**config.mk**
```make
export PLATFORM = sky130hd
export DESIGN_NAME = mdiv_word_ser
export DESIGN_NICKNAME = d
export VERILOG_FILES = /design/src/rtl/mdiv_pkg.sv /design/src/rtl/mdiv_word_mux.sv /design/src/rtl/mdiv_word_ser.sv
export SDC_FILE = /design/constraint.sdc
export NUM_CORES = 1
export LEC_CHECK = 0
export ABC_CLOCK_PERIOD_IN_PS = 4050
export CORE_UTILIZATION = 56
export DETAILED_ROUTE_END_ITERATION = 8
export PLACE_DENSITY_LB_ADDON = 0.25
export SKIP_CTS_REPAIR_TIMING = 1
export SYNTH_ARGS = -nofsm -noshare
export SYNTH_HDL_FRONTEND = slang
export SYNTH_SLANG_ARGS = --single-unit
```
**constraint.sdc**
```tcl
create_clock -name clk -period 4.05 [get_ports clk]
set_input_delay 1.0125 -clock clk [delete_from_list [all_inputs] [get_ports clk]]
set_output_delay 1.0125 -clock clk [all_outputs]
set_load 0.01 [all_outputs]
```
**src/rtl/mdiv_pkg.sv**
```systemverilog
// Shared constants and types for the modular-inverse / modular-division datapath.
package mdiv_pkg;

  localparam int unsigned MDIV_WORD_W = 32;
  localparam int unsigned MDIV_NWORDS = 8;
  localparam int unsigned MDIV_OPND_W = MDIV_WORD_W * MDIV_NWORDS;
  localparam int unsigned MDIV_IDX_W  = $clog2(MDIV_NWORDS);

  typedef enum logic {
    IDLE = 1'b0,
    SEND = 1'b1
  } mdiv_ser_state_t;

endpackage

```
**src/rtl/mdiv_word_mux.sv**
```systemverilog
// NWORDS:1 word selector over a flat operand, indexed by physical word number.
module mdiv_word_mux
  import mdiv_pkg::*;
#(
  parameter int unsigned WORD_W = MDIV_WORD_W,
  parameter int unsigned NWORDS = MDIV_NWORDS
) (
  input  logic [WORD_W*NWORDS-1:0]  data,
  input  logic [$clog2(NWORDS)-1:0] idx,
  output logic [WORD_W-1:0]         word_c
);

  localparam int unsigned IDX_W = $clog2(NWORDS);

  always_comb begin
    word_c = '0;
    for (int unsigned i = 0; i < NWORDS; i++) begin
      if (idx == IDX_W'(i)) word_c = data[i*WORD_W +: WORD_W];
    end
  end

endmodule

```
**src/rtl/mdiv_word_ser.sv**
```systemverilog
// Parallel-in, serial-out word serializer: captures one operand, streams it
// as NWORDS words over a valid/ready bus with fully registered outputs.
module mdiv_word_ser
  import mdiv_pkg::*;
#(
  parameter int unsigned WORD_W    = MDIV_WORD_W,
  parameter int unsigned NWORDS    = MDIV_NWORDS,
  parameter bit          MSW_FIRST = 1'b0
) (
  input  logic                       clk,
  input  logic                       rst_n,
  input  logic                       ld_valid,
  output logic                       ld_ready,
  input  logic [WORD_W*NWORDS-1:0]   ld_data,
  output logic                       wd_valid,
  input  logic                       wd_ready,
  output logic [WORD_W-1:0]          wd_data,
  output logic                       wd_last,
  output logic [$clog2(NWORDS)-1:0]  wd_idx,
  output logic                       busy,
  input  logic                       abort
);

  localparam int unsigned IDX_W  = $clog2(NWORDS);
  localparam int unsigned OPND_W = WORD_W * NWORDS;
  localparam logic [IDX_W-1:0] LAST_CNT = IDX_W'(NWORDS - 1);

  // Index-based muxing relies on a full, power-of-two counter range.
  if (NWORDS < 2 || (NWORDS & (NWORDS - 1)) != 0) begin : g_bad_nwords
    $error("mdiv_word_ser: NWORDS must be a power of two and at least 2");
  end

  mdiv_ser_state_t   state_q, state_d;
  logic [IDX_W-1:0]  count_q, count_d;
  logic [OPND_W-1:0] opnd_q, opnd_d;
  logic [IDX_W-1:0]  phys_d;
  logic [WORD_W-1:0] word_d;
  logic              xfer;

  logic              ld_ready_d, wd_valid_d, busy_d, wd_last_d;
  logic [WORD_W-1:0] wd_data_d;
  logic [IDX_W-1:0]  wd_idx_d;

  assign xfer   = wd_valid && wd_ready;
  assign phys_d = MSW_FIRST ? (LAST_CNT - count_d) : count_d;

  // Word for the next cycle is selected from the next-state operand so the
  // first word is already registered on the cycle after the load.
  mdiv_word_mux #(
    .WORD_W (WORD_W),
    .NWORDS (NWORDS)
  ) u_mux (
    .data   (opnd_d),
    .idx    (phys_d),
    .word_c (word_d)
  );

  always_ff @(posedge clk or negedge rst_n) begin
    if (!rst_n) begin
      state_q  <= IDLE;
      count_q  <= '0;
      opnd_q   <= '0;
      ld_ready <= 1'b1;
      wd_valid <= 1'b0;
      busy     <= 1'b0;
      wd_data  <= '0;
      wd_idx   <= '0;
      wd_last  <= 1'b0;
    end else begin
      state_q  <= state_d;
      count_q  <= count_d;
      opnd_q   <= opnd_d;
      ld_ready <= ld_ready_d;
      wd_valid <= wd_valid_d;
      busy     <= busy_d;
      wd_data  <= wd_data_d;
      wd_idx   <= wd_idx_d;
      wd_last  <= wd_last_d;
    end
  end

  // Abort wins over both load and transfer.
  always_comb begin
    state_d = state_q;
    count_d = count_q;
    opnd_d  = opnd_q;
    unique case (state_q)
      IDLE: begin
        if (abort) begin
          count_d = '0;
        end else if (ld_valid) begin
          opnd_d  = ld_data;
          count_d = '0;
          state_d = SEND;
        end
      end
      SEND: begin
        if (abort) begin
          count_d = '0;
          state_d = IDLE;
        end else if (xfer) begin
          if (count_q == LAST_CNT) begin
            count_d = '0;
            state_d = IDLE;
          end else begin
            count_d = count_q + IDX_W'(1);
          end
        end
      end
      default: begin
        count_d = '0;
        state_d = IDLE;
      end
    endcase
  end

  always_comb begin
    ld_ready_d = (state_d == IDLE);
    wd_valid_d = (state_d == SEND);
    busy_d     = (state_d == SEND);
    wd_data_d  = '0;
    wd_idx_d   = '0;
    wd_last_d  = 1'b0;
    if (state_d == SEND) begin
      wd_data_d = word_d;
      wd_idx_d  = phys_d;
      wd_last_d = (count_d == LAST_CNT);
    end
  end

endmodule

```
[After elaboration in Yosys (flattened, before gate mapping)]
Index checks and enable logic that the tools add are counted.
Storage, ports and cells
  register bits after elaboration: 297
  bits in latches: 0
  bits in writable memories: 0
  memory bits (read-only): 0
  input port bits: 261
  output and inout bits: 39
  word-level logic and storage cells: 46
  memories: 0
Operators by class
  $add $sub $neg: 1
  multiply operators: 0
  divide/modulo/power cells: 0
  order comparisons: 0
  equal/unequal tests: 8
  shift-type cells: 0
  multiplexer cells: 26
  bitwise logic cells: 2
  reductions and logical operators: 2
Operators with widths (count)
  256-bit two-way mux: 3
  32-bit two-way mux: 9
  3-bit two-way mux: 6
  3-bit == test (second input constant): 5
  3-bit by 2-bit == test with 1-bit output (second input constant): 2
  1-bit two-way mux: 6
  3-bit one-hot mux with 2 select lines: 1
  3-bit by 1-bit adder with 3-bit output (second input constant): 1
  3-bit by 1-bit == test with 1-bit output (second input constant): 1
  3-bit logical NOT: 1
  1-bit inverter: 2
  1-bit one-hot mux with 2 select lines: 1
  1-bit logical AND: 1

[Longest topological paths before layout]
Gate-level depths: netlist of the first run.
  word-level depth: 15
  gate-level depth with buffers: 11
  mapped depth without buffers: 9

[By module]
A second synthesis of the first run with hierarchy kept.
Second synthesis, totals
  cells, all modules: 1027
  area, all modules: 13661.9 µm²
By module, submodules not included
  mdiv_word_ser: instances 1, cells an instance 649, area each 11035.6 µm², sequential area each 7433.4 µm²
  mdiv_word_mux: instances 1, cells an instance 378, area each 2626.3 µm², sequential area each 0.0 µm²

[Worst setup path after synthesis of the first run]
No wires, ideal clock.
  kind: input to register
  start: input port abort
  end: register wd_data[10]
  arrival: 2.657 ns
  setup slack: 1.257 ns
  stages: 8
  cells stage by stage: buf_4 nor3b_4 buf_4 buf_2 mux2_2 or3_1 a31oi_1 nor3_1
RTL lines
  start, declared: line mdiv_word_ser.sv:21  | input logic abort
  256-bit two-way mux: line mdiv_word_ser.sv:89  | if (abort) begin
  256-bit two-way mux: line mdiv_word_ser.sv:87  | unique case (state_q)
  named net opnd_d[138]: line mdiv_word_ser.sv:35  | logic [OPND_W-1:0] opnd_q, opnd_d;
  32-bit two-way mux (4 in series): line mdiv_word_mux.sv:18  | if (idx == IDX_W'(i)) word_c = data[i*WORD_W +: WORD_W];
  32-bit two-way mux: line mdiv_word_ser.sv:124  | if (state_d == SEND) begin
  named net wd_data_d[10]: line mdiv_word_ser.sv:41  | logic [WORD_W-1:0] wd_data_d;
  end signal, assigned: line mdiv_word_ser.sv:76  | wd_data <= wd_data_d;
  end, declared: line mdiv_word_ser.sv:17  | output logic [WORD_W-1:0] wd_data,
The timed path passes the listed nets, and every way through them passes these cells.

[Final worst setup path of the first run]
  start: input port ld_valid
  end: register wd_data[11]
On the way
  longest elaborated chain between the ends: 13
RTL lines
  start, declared: line mdiv_word_ser.sv:12  | input logic ld_valid,
  3-bit two-way mux: line mdiv_word_ser.sv:91  | end else if (ld_valid) begin
  3-bit two-way mux: line mdiv_word_ser.sv:89
  3-bit one-hot mux with 2 select lines: line mdiv_word_ser.sv:87
  3-bit logical NOT: line mdiv_word_mux.sv:18
  32-bit two-way mux (8 in series): line mdiv_word_mux.sv:18
  32-bit two-way mux *: line mdiv_word_ser.sv:124
  named net wd_data_d[11]: line mdiv_word_ser.sv:41
The timed path passes the listed nets; every way through them passes the cells marked *.

==> results of run 1 <==
==> report_power, final <==
group | internal (mW) | switching (mW) | total [mW]
logic | 0.919 | 0.693 | 1.61
registers | 3.49 | 0.198 | 3.69
clock network | 1.56 | 1.12 | 2.67
==> layout make-up <==
cell class,instances,area [µm²]
Tap cell,330,413
Timing Repair Buffer,337,3450
Antenna cell,1,2.50
Clock inverter,4,20.0
Sequential cell,297,7430
Fill cell,1673,6460
Clock buffer,49,933
Inverter,5,23.8
Multi-Input combinational cell,824,6440
==> per-layer routing <==
metal,up-vias,GRT usage [%]
li1,5048,-
met1,5672,42.0
met2,564,51.9
met3,82,5.13
met4,2,9.95
met5,-,0
==> sequential cells by signal, summed over array words and instances, names as in the netlist <==
register	count
wd_idx	3
state_q	1
wd_last	1
ld_ready	1
opnd_q	256
wd_data	32
count_q	3
==> Yosys cell counts <==
cell type  instances  area [µm²]
nand3_1           33         165
a22oi_1           32         240
nand3b_1           1        7.51
o22a_1             1        8.76
a32o_1             1        10.0
o2bb2ai_1         31         272
mux2i_1           35         350
mux2_1             1        11.3
a2111oi_0          1        8.76
nand2_1           66         248
nor3b_1            1        7.51
nor4_1             1        6.26
a31o_2             1        8.76
dfrtp_1          296        7410
a31oi_1           31         194
and3_1            31         194
or2_2              1        6.26
nand2b_1           1        6.26
a311o_1            1        10.0
dfstp_2            1        26.3
ha_1               2        25.0
buf_6              1        11.3
o21ai_0           26         130
or3_1             62         388
a2bb2oi_1         31         272
inv_2              3        11.3
nor2_1            99         372
o311a_1           31         310
o21ai_1            9        45.0
nor3_1            31         155
clkbuf_1          52         195
buf_2             42         210
nor2b_1            2        12.5
mux2_2           254        2860
a41oi_1            1        8.76
buf_4             11        82.6
nand4bb_1          1        11.3
inv_1              2        7.51
a21oi_2            1        8.76
or3b_1             1        8.76
o311ai_0           1        8.76
buf_1              7        26.3
and4b_1            1        10.0
nor3b_4            1        18.8
==> worst reg2reg max path, stage by stage, from the launching register on <==
cell and delay (ns):
dfrtp_1 0.43, ha_1 0.23, ha_1 0.22, nand4bb_1 0.27, a31o_4 0.38, inv_4 0.27, buf_4 0.39, nor2_1 0.08
o311a_1 0.33, nor3_1 0.21
==> stage by stage <==
step	total power, mW	utilization [%]	area, µm²
after detailed placement	5.32	70.6	17800
after floorplan	4.63	-	14400
after global placement	5.24	70.6	17800
after global routing	8.31	74.3	18700
final	7.98	74.4	18700
after CTS	7.99	74.3	18700
==> worst min-delay path by stage <==
stage,cells past startpoint,slack (ns),to,from
floorplan,2,0.44,opnd_q[95]$_DFF_PN0_,opnd_q[95]$_DFF_PN0_
global placement,2,0.47,opnd_q[95]$_DFF_PN0_,opnd_q[95]$_DFF_PN0_
detailed placement,2,0.47,opnd_q[95]$_DFF_PN0_,opnd_q[95]$_DFF_PN0_
CTS,1,0.47,opnd_q[3]$_DFF_PN0_,rst_n
global route,1,0.50,opnd_q[130]$_DFF_PN0_,rst_n
finish,1,0.45,opnd_q[3]$_DFF_PN0_,rst_n
==> kinds of logic after synthesis <==
group / after synthesis / share of synthesized area [%]
multiplexers: 290 / 22.4
buffers and inverters: 118 / 3.79
AND/OR/NAND/NOR: 333 / 11.2
adder cells (fa/ha/maj): 2 / 0.174
flip-flops: 297 / 51.7
AO/OA/AOI/OAI: 199 / 10.7
==> impl_results.md, run 1 <==
* WHS at 0.449 ns
* Slew @ Worst Pin at 0.819 ns
* Port Buffer Count at 299
* Maxcap violations at 0
* Area grow syn2layout at 30.2%
* Final min period at 3.12 ns
* Largest net degree at the start of global routing at 81
* Commonest non-fill, non-tap cell in the layout: clkdlybuf4s50_1
* Met2 WL post-DR at 20.1 mm
* Reg2Reg Setup Slack at 1.15 ns
* Overall via count from detail_route at 11400
* TNS Setup at 0 ns
* Avg Inst Size Synth at 11.6 µm²
* DRT Wirelength at 40.9 mm
* Die X-Extent at 162 µm
* Met1 wire length at 16.6 mm
* Power Density at 426 nW/µm²
* Reg2Reg Launch Point: count_q[0]$_DFF_PN0_
* Rel. slew slack at 45.3%
* CP bufs+invs at 3
* Post-Place Worst Slack at 0.401 ns
* Router iterations before antenna repair at 6
* H-tree levels at 1
* Starting Density at 57.1%
* Cells after synthesis at 1239
* GRT Util Overall at 31.3%
* Crit. path cell count at 8
* CP arrival at 3.57 ns
* Highest clock rate at 320 MHz
* Initial antenna violation count at 3
* Clock skew at 0.00771 ns
* Vias in the first global route at 11600
* Max Used Layer: met5
* Routed WL per cell at 22.2 µm
* RSZ-0062 raised after global routing: false
* Via density per instance at 6.15
* FP Rows at 58
* Core footprint at 25200 µm²
* Crit path max-delay family: buffers and inverters
* Maximum clock path buffer count at 3
* Post-detail-place hpwl at 26.6 mm
* Post-route DRC at 0
* CTS clk-pin slew, worst paths at 0.06 ns
* Max-slew violations at 0
* Die height at 162 µm
* Reg2reg end: wd_data[11]$_DFF_PN0_
* Overflow after GRT at 0
* Worst-Skew Late Latency at 0.55 ns
* Setup violators final at 0
* TritonCTS clock tree: done
* Syn Std Cell Area at 14400 µm²
* Crit. Startpoint: ld_valid
* Root Driver: clkbuf_16
* Non-filler cells, final at 1847
* Initial drt markers at 933
* Status: completed
* Yosys reg bits at 297
* Fin nets at 1759
* Top Ports at 300
* Total number of yosys warnings at 0
* Final Worst Setup Slack at 0.929 ns
* Inserted Clock Buffers at 31
* Hold crit path type: input pin to asynchronous set/reset pin
* Worst setup path class: input pin to register
* Worst Path Required at 4.50 ns
* Register area share after synthesis at 51.7%
* Most frequent cells in the layout: clkdlybuf4s50_1, dfrtp_1, mux2_2, nor2_1, nand2_1
* Antenna-violating nets left at 0
* Clk sink count at 297
* Pleak at 7.68 nW
* Worst-path cell chain: clkdlybuf4s50_1 -> or3b_1 -> a31o_4 -> inv_4 -> buf_4 -> nor2_1 -> o311a_1 -> nor3_1
* Global-route wire length before repair at 63.6 mm
* Die ar. at 26300 µm²
* Post-Place Cells at 1793
* Routability cong. at 0.839
* Syn Nets at 1502
* Period utilization at 77.1%
* Startpoint types: input pin
* Critical-path top delay cell: clkdlybuf4s50_1
* Maximum vdd drop at 288 µV
* CP Capture Point: wd_data[11]$_DFF_PN0_
* Worst setup EP type: register
* Met3 wire len at 3.14 mm
* Worst r2r path cells at 9
* Crit path max fanout at 34
* Share of post-route cells with drive strength above 1 at 23.2%
* Final Hold Vio Count at 0
* Max incr delay on CP at 0.51 ns
* Netlist cell types at 44
(Power assumes the default switching activity.)
==> run 2, diff against run 1 <==
--- a/config.mk
+++ b/config.mk
@@ -5,8 +5,8 @@
 export SDC_FILE = /design/constraint.sdc
 export NUM_CORES = 1
 export LEC_CHECK = 0
-export ABC_CLOCK_PERIOD_IN_PS = 4050
-export CORE_UTILIZATION = 56
+export ABC_CLOCK_PERIOD_IN_PS = 2600
+export CORE_UTILIZATION = 47
 export DETAILED_ROUTE_END_ITERATION = 8
 export PLACE_DENSITY_LB_ADDON = 0.25
 export SKIP_CTS_REPAIR_TIMING = 1
==> constraint.sdc (replaced) <==
create_clock -name clk -period 2.6 [get_ports clk]
set_input_delay 0.65 -clock clk [delete_from_list [all_inputs] [get_ports clk]]
set_output_delay 0.65 -clock clk [all_outputs]
set_load 0.01 [all_outputs]
==> run 2 against run 1 <==
  * Clock skew up 0.0091 ns
  * Sequential share of layout area down 2.1 points
  * Setup slack worse by 0.84 ns
  * Utilization down 8.2 points
  * Non-clock buffer count up 82
  * Largest power group unchanged
  * Global-route usage down 3.8 points
  * Count of clock-buffer cells in the layout down 2
  * Routed wire length up 5.2%
  * First-iteration DRC count down 9.9%
  * Die area up 19%
==> impl_results.md, run 2 (synthesis results as in run 1) <==
* Die height at 177 µm
* H-tree levels at 1
* Overall via count from detail_route at 11400
* Highest clock rate at 399 MHz
* Routability cong. at 0.844
* Max reg flops at 256
* Core Util, Final at 66.1%
* Initial drt markers at 841
* Period utilization at 96.5%
* Maxcap violations at 0
* CTS clk-pin slew, worst paths at 0.06 ns
* Antenna-violating nets left at 0
* Starting Density at 48.1%
* Inserted Clock Buffers at 31
* Most frequent cells in the layout: clkdlybuf4s50_1, dfrtp_1, mux2_2, nor2_1, buf_4
* Status: completed
* Non-filler cells, final at 1990
* Final min period at 2.51 ns
* Final Worst Setup Slack at 0.0908 ns
* Overflow after GRT at 0
* Critical-path top delay cell: dfrtp_1
* Worst Path Required at 3.02 ns
* Routed WL per cell at 21.6 µm
* Top Ports at 300
* DRT Wirelength at 43.1 mm
* Crit path max-delay family: compound AO/OA/AOI/OAI gates
* Setup violators final at 0
* FP Rows at 63
* Commonest non-fill, non-tap cell in the layout: clkdlybuf4s50_1
* Router iterations before antenna repair at 5
* CP arrival at 2.93 ns
* Root Driver: clkbuf_16
* Max incr delay on CP at 0.44 ns
* Worst setup path class: register to register
* Worst r2r path cells at 9
* Worst-Skew Late Latency at 0.56 ns
* Total power at 12.8 mW
* Clock skew at 0.0168 ns
* Area grow syn2layout at 37.4%
* Crit. path cell count at 9
* Reg with most FFs: opnd_q
* Post-Place Cells at 1933
* Share of post-route cells with drive strength above 1 at 27.7%
* RSZ-0062 raised after global routing: true
* Max-slew violations at 0
* Via density per instance at 5.75
* Largest net degree at the start of global routing at 57
* Maximum clock path buffer count at 3
* Maximum vdd drop at 515 µV
* Power Density at 649 nW/µm²
* Final Hold Vio Count at 0
* Startpoint types: register
* Reg2Reg Setup Slack at 0.09 ns
* Core footprint at 29900 µm²
* Crit path max fanout at 34
* Post-route DRC at 0
* Slew @ Worst Pin at 0.487 ns
* Reg2reg end: wd_data[31]$_DFF_PN0_
* Cell mode on critical path: ha_1
* Initial antenna violation count at 3
* CP Capture Point: wd_data[31]$_DFF_PN0_
* Fillers at 2257
* Clk sink count at 297
* Post-detail-place hpwl at 29.8 mm
* Die ar. at 31300 µm²
* Crit. Startpoint: count_q[0]$_DFF_PN0_
* GRT Util Overall at 27.5%
* Biggest regs: opnd_q x256, wd_data x32
* TritonCTS clock tree: done
* Pleak at 8.20 nW
* Vias in the first global route at 12100
* Post-Place Worst Slack at -0.456 ns
* Fin nets at 1841
* TNS Setup at 0 ns
* Port Buffer Count at 299
* Die X-Extent at 177 µm
* Hold crit path type: input pin to asynchronous set/reset pin
* Worst-path cell chain: ha_1 -> ha_1 -> nand4bb_1 -> a31o_4 -> buf_6 -> o21ai_0 -> a2111oi_2 -> a41oi_2 -> o21ai_1
* Rel. slew slack at 67.6%
* CP bufs+invs at 1
* Global-route wire length before repair at 66.5 mm
* Worst setup EP type: register
* Reg2Reg Launch Point: count_q[0]$_DFF_PN0_
==> run 2: cell type report <==
type / count / area (µm²) / area share [%]
antenna: 1 / 2.50 / 0.0127
clock buffer: 47 / 936 / 4.74
clock inverter: 7 / 90.1 / 0.456
inverter: 5 / 28.8 / 0.146
multi-input combinational: 824 / 6470 / 32.8
sequential: 297 / 7430 / 37.6
tap: 390 / 488 / 2.47
timing repair buffer: 419 / 4310 / 21.8
==> run 2: how the worst min path moves through the flow <==
stage                    startpoint               endpoint  slack (ns)  cells after the start
4_1_cts                       rst_n  opnd_q[226]$_DFF_PN0_        0.04                      1
5_1_grt                       rst_n    opnd_q[0]$_DFF_PN0_        0.06                      1
3_5_place_dp   opnd_q[95]$_DFF_PN0_   opnd_q[95]$_DFF_PN0_        0.46                      2
6_report                      rst_n    opnd_q[0]$_DFF_PN0_        0.03                      1
2_1_floorplan                 rst_n   count_q[0]$_DFF_PN0_        0.35                      0
3_3_place_gp   opnd_q[95]$_DFF_PN0_   opnd_q[95]$_DFF_PN0_        0.46                      2
==> run 2: routing by layer <==
| layer | global-route usage (%) | share of wire, % |
|---|---|---|
| met5 | 0 | 0.063 |
| met4 | 7.61 | 2.2 |
| met3 | 4.60 | 6.7 |
| met2 | 45.8 | 48 |
| met1 | 37.0 | 43 |
==> run 2: report_power, final <==
| group | switching (mW) | total [mW] | leakage [nW] | internal, mW |
|---|---|---|---|---|
| Clock | 1.79 | 4.44 | 0.501 | 2.65 |
| Combinational | 1.12 | 2.65 | 4.14 | 1.54 |
| Sequential | 0.295 | 5.73 | 3.56 | 5.44 |
==> run 2: worst reg2reg max path, cell delays in order (launching register included) <==
cell,delay [ns]
dfrtp_1,0.44
ha_1,0.23
ha_1,0.21
nand4bb_1,0.25
a31o_4,0.32
buf_6,0.21
o21ai_0,0.29
a2111oi_2,0.08
a41oi_2,0.25
o21ai_1,0.10
==> run 2: stage by stage <==
step | hold WS (ns) | cell area (µm²)
global placement | 0.462 | 18700
detailed placement | 0.465 | 18700
global route | 0.0641 | 19800
floorplan | 0.354 | 14400
finish | 0.0330 | 19800
CTS | 0.0437 | 19700
==> variant, RTL diff (settings of run 2) <==
The package constant `MDIV_NWORDS` goes from 8 to 4.
--- a/src/rtl/mdiv_pkg.sv
+++ b/src/rtl/mdiv_pkg.sv
@@ -3,5 +3,5 @@
 
   localparam int unsigned MDIV_WORD_W = 32;
-  localparam int unsigned MDIV_NWORDS = 8;
+  localparam int unsigned MDIV_NWORDS = 4;
   localparam int unsigned MDIV_OPND_W = MDIV_WORD_W * MDIV_NWORDS;
   localparam int unsigned MDIV_IDX_W  = $clog2(MDIV_NWORDS);
Interface: changed (resized ld_data and wd_idx); port bits go from 300 to 171. The function was not compared with the original's and may differ.
==> variant against run 2 <==
- via count is 57% lower
- largest cell class unchanged
- final area is 51% lower
- core utilization hardly changed
- the run now ends with DRC left
- critical path depth is 4 lower
- sequential cell count is 130 lower
- register-to-register slack better by 0.36 ns
- combinational power is 58% lower
- highest routed layer is now met4
- wire length is 61% lower
- area after synthesis is 51% lower
- clock skew is 0.011 ns lower
- worst setup slack better by 0.27 ns
- sequential power is 43% lower
- total power is 46% lower
==> variant: results (changes against run 2) <==
outcome=finished, violations left; failing checks=DRC; H-tree levels=4 (+3); Place WS=-0.04307 ns (+0.4128 ns); fin cells=881 (-56%); antenna cells=0 (-1); Leak Pwr=4.054 nW (-51%); post-placement cell area=0.009102 mm^2 (-51%); worst hold path type=in2async; maximum vdd drop=0.5326 mV (+3.5%); Seq/Total Area, Yosys=0.5902 (+0.07312); Detail Placement HPWL=11240 um (-62%); share of layout cells above drive strength 1=0.1650 (-0.1121); Post-synth top cells=dfrtp_1 (166), mux2_1 (69), nand3_1 (64); DRC Markers=24 (+24); Comb pwr share=0.162 (-0.045); Netlist cell types=27 (-39%); switching share of power=0.2390 (-0.01022); nets=819 (-56%); largest net degree at the start of global routing=60 (+5.3%); 1st-iter DRT viols=288 (-66%); clock-net power=2.53 mW (-43%); syn_nets=653 (-57%); Worst-Skew Late Latency=0.43 ns (-0.13 ns); First-pass DRT Iterations=7 (+2); total track usage=0.2334 (-0.04157); r2r setup slk=0.45 ns (+0.36 ns); PortBufs=170 (-43%); CTS Buf Count=17 (-45%); Slew Limit Headroom=0.3443 (-0.3312); critical path peak fanout=33 (-2.9%); Largest regs=opnd_q: 128 flops, wd_data: 32 flops; Max Clock Skew=0.005829 ns (-0.01096 ns); top post-synthesis cells by area=dfrtp_1 (59%), mux2_1 (11%), mux2_2 (9.5%); Worst EP arrival=2.49 ns (-0.44 ns); Syn Area/Cell=13.65 um^2 (+18%); number of global-route vias before repair=5331 (-56%); cell total after placement=850 (-56%); initial antenna violation count=0 (-3); routability cong.=0.8133 (-3.7%); via-per-instance ratio=5.629 (-2.1%); Post-Route WL=16990 um (-61%); first-pass GRT wire length=28030 um (-58%); Final Critical Period=2.243 ns (-0.2666 ns)
## variant: changes by cell type after synthesis, sizes merged, moves of 35 or more
cell	delta
mux2	-126
o21ai	-35
dfrtp	-130
clkbuf	-39
nor2	-95
or3	-61
nand2	-65
## variant: worst paths after layout
| kind | start | to | cells after the start |
|---|---|---|---|
| worst min-delay path | rst_n | opnd_q[81] | 1 |
| max in group asynchronous | rst_n | opnd_q[26] | 2 |
| min in group clk | opnd_q[50] | opnd_q[50] | 1 |
| worst min register to register | opnd_q[50] | opnd_q[50] | 1 |
| worst max register to register | count_q[0] | wd_data[12] | 5 |
| worst max-delay path | wd_ready | wd_data[12] | 5 |
## variant: cell type report
class / count / area, um^2
clock buffers: 21 / 460.4
clock inverters: 10 / 127.6
fillers: 1086 / 4954
inverters: 1 / 3.754
multi-input cells: 309 / 2705
flip-flops and latches: 167 / 4180
well taps: 184 / 230.2
repair buffers: 189 / 1983
## variant: through the flow
stage	power, mW	util	hold WS, ns
after floorplan	3.834	-	0.3544
after global placement	4.363	0.6216	0.4684
after detailed placement	4.424	0.6216	0.4739
after CTS	6.980	0.6617	0.2051
after global routing	7.232	0.6617	0.2236
final	6.913	0.6617	0.1911
## variant: cells by family after synthesis
family          Yosys count  synth area share
flops                   167            0.5902
mux                     162            0.2517
simple gates             79           0.05882
compound gates           67           0.06624
buf+inv                  43           0.03127
fa+ha+maj                 1          0.001766
## variant: routing by layer
layer / global-route usage / up-vias / wire [um]
li1: - / 2249 / -
met1: 0.3000 / 2513 / 7438
met2: 0.3711 / 171 / 8167
met3: 0.06100 / 26 / 998
met4: 0.1053 / 0 / 383
met5: 0 / - / 0
## variant: critical path, stage by stage
cell             delay (ns)
clkdlybuf4s50_1        0.51
mux2_1                 0.27
a22oi_1                0.10
nor2_4                 0.77
a32oi_1                0.19
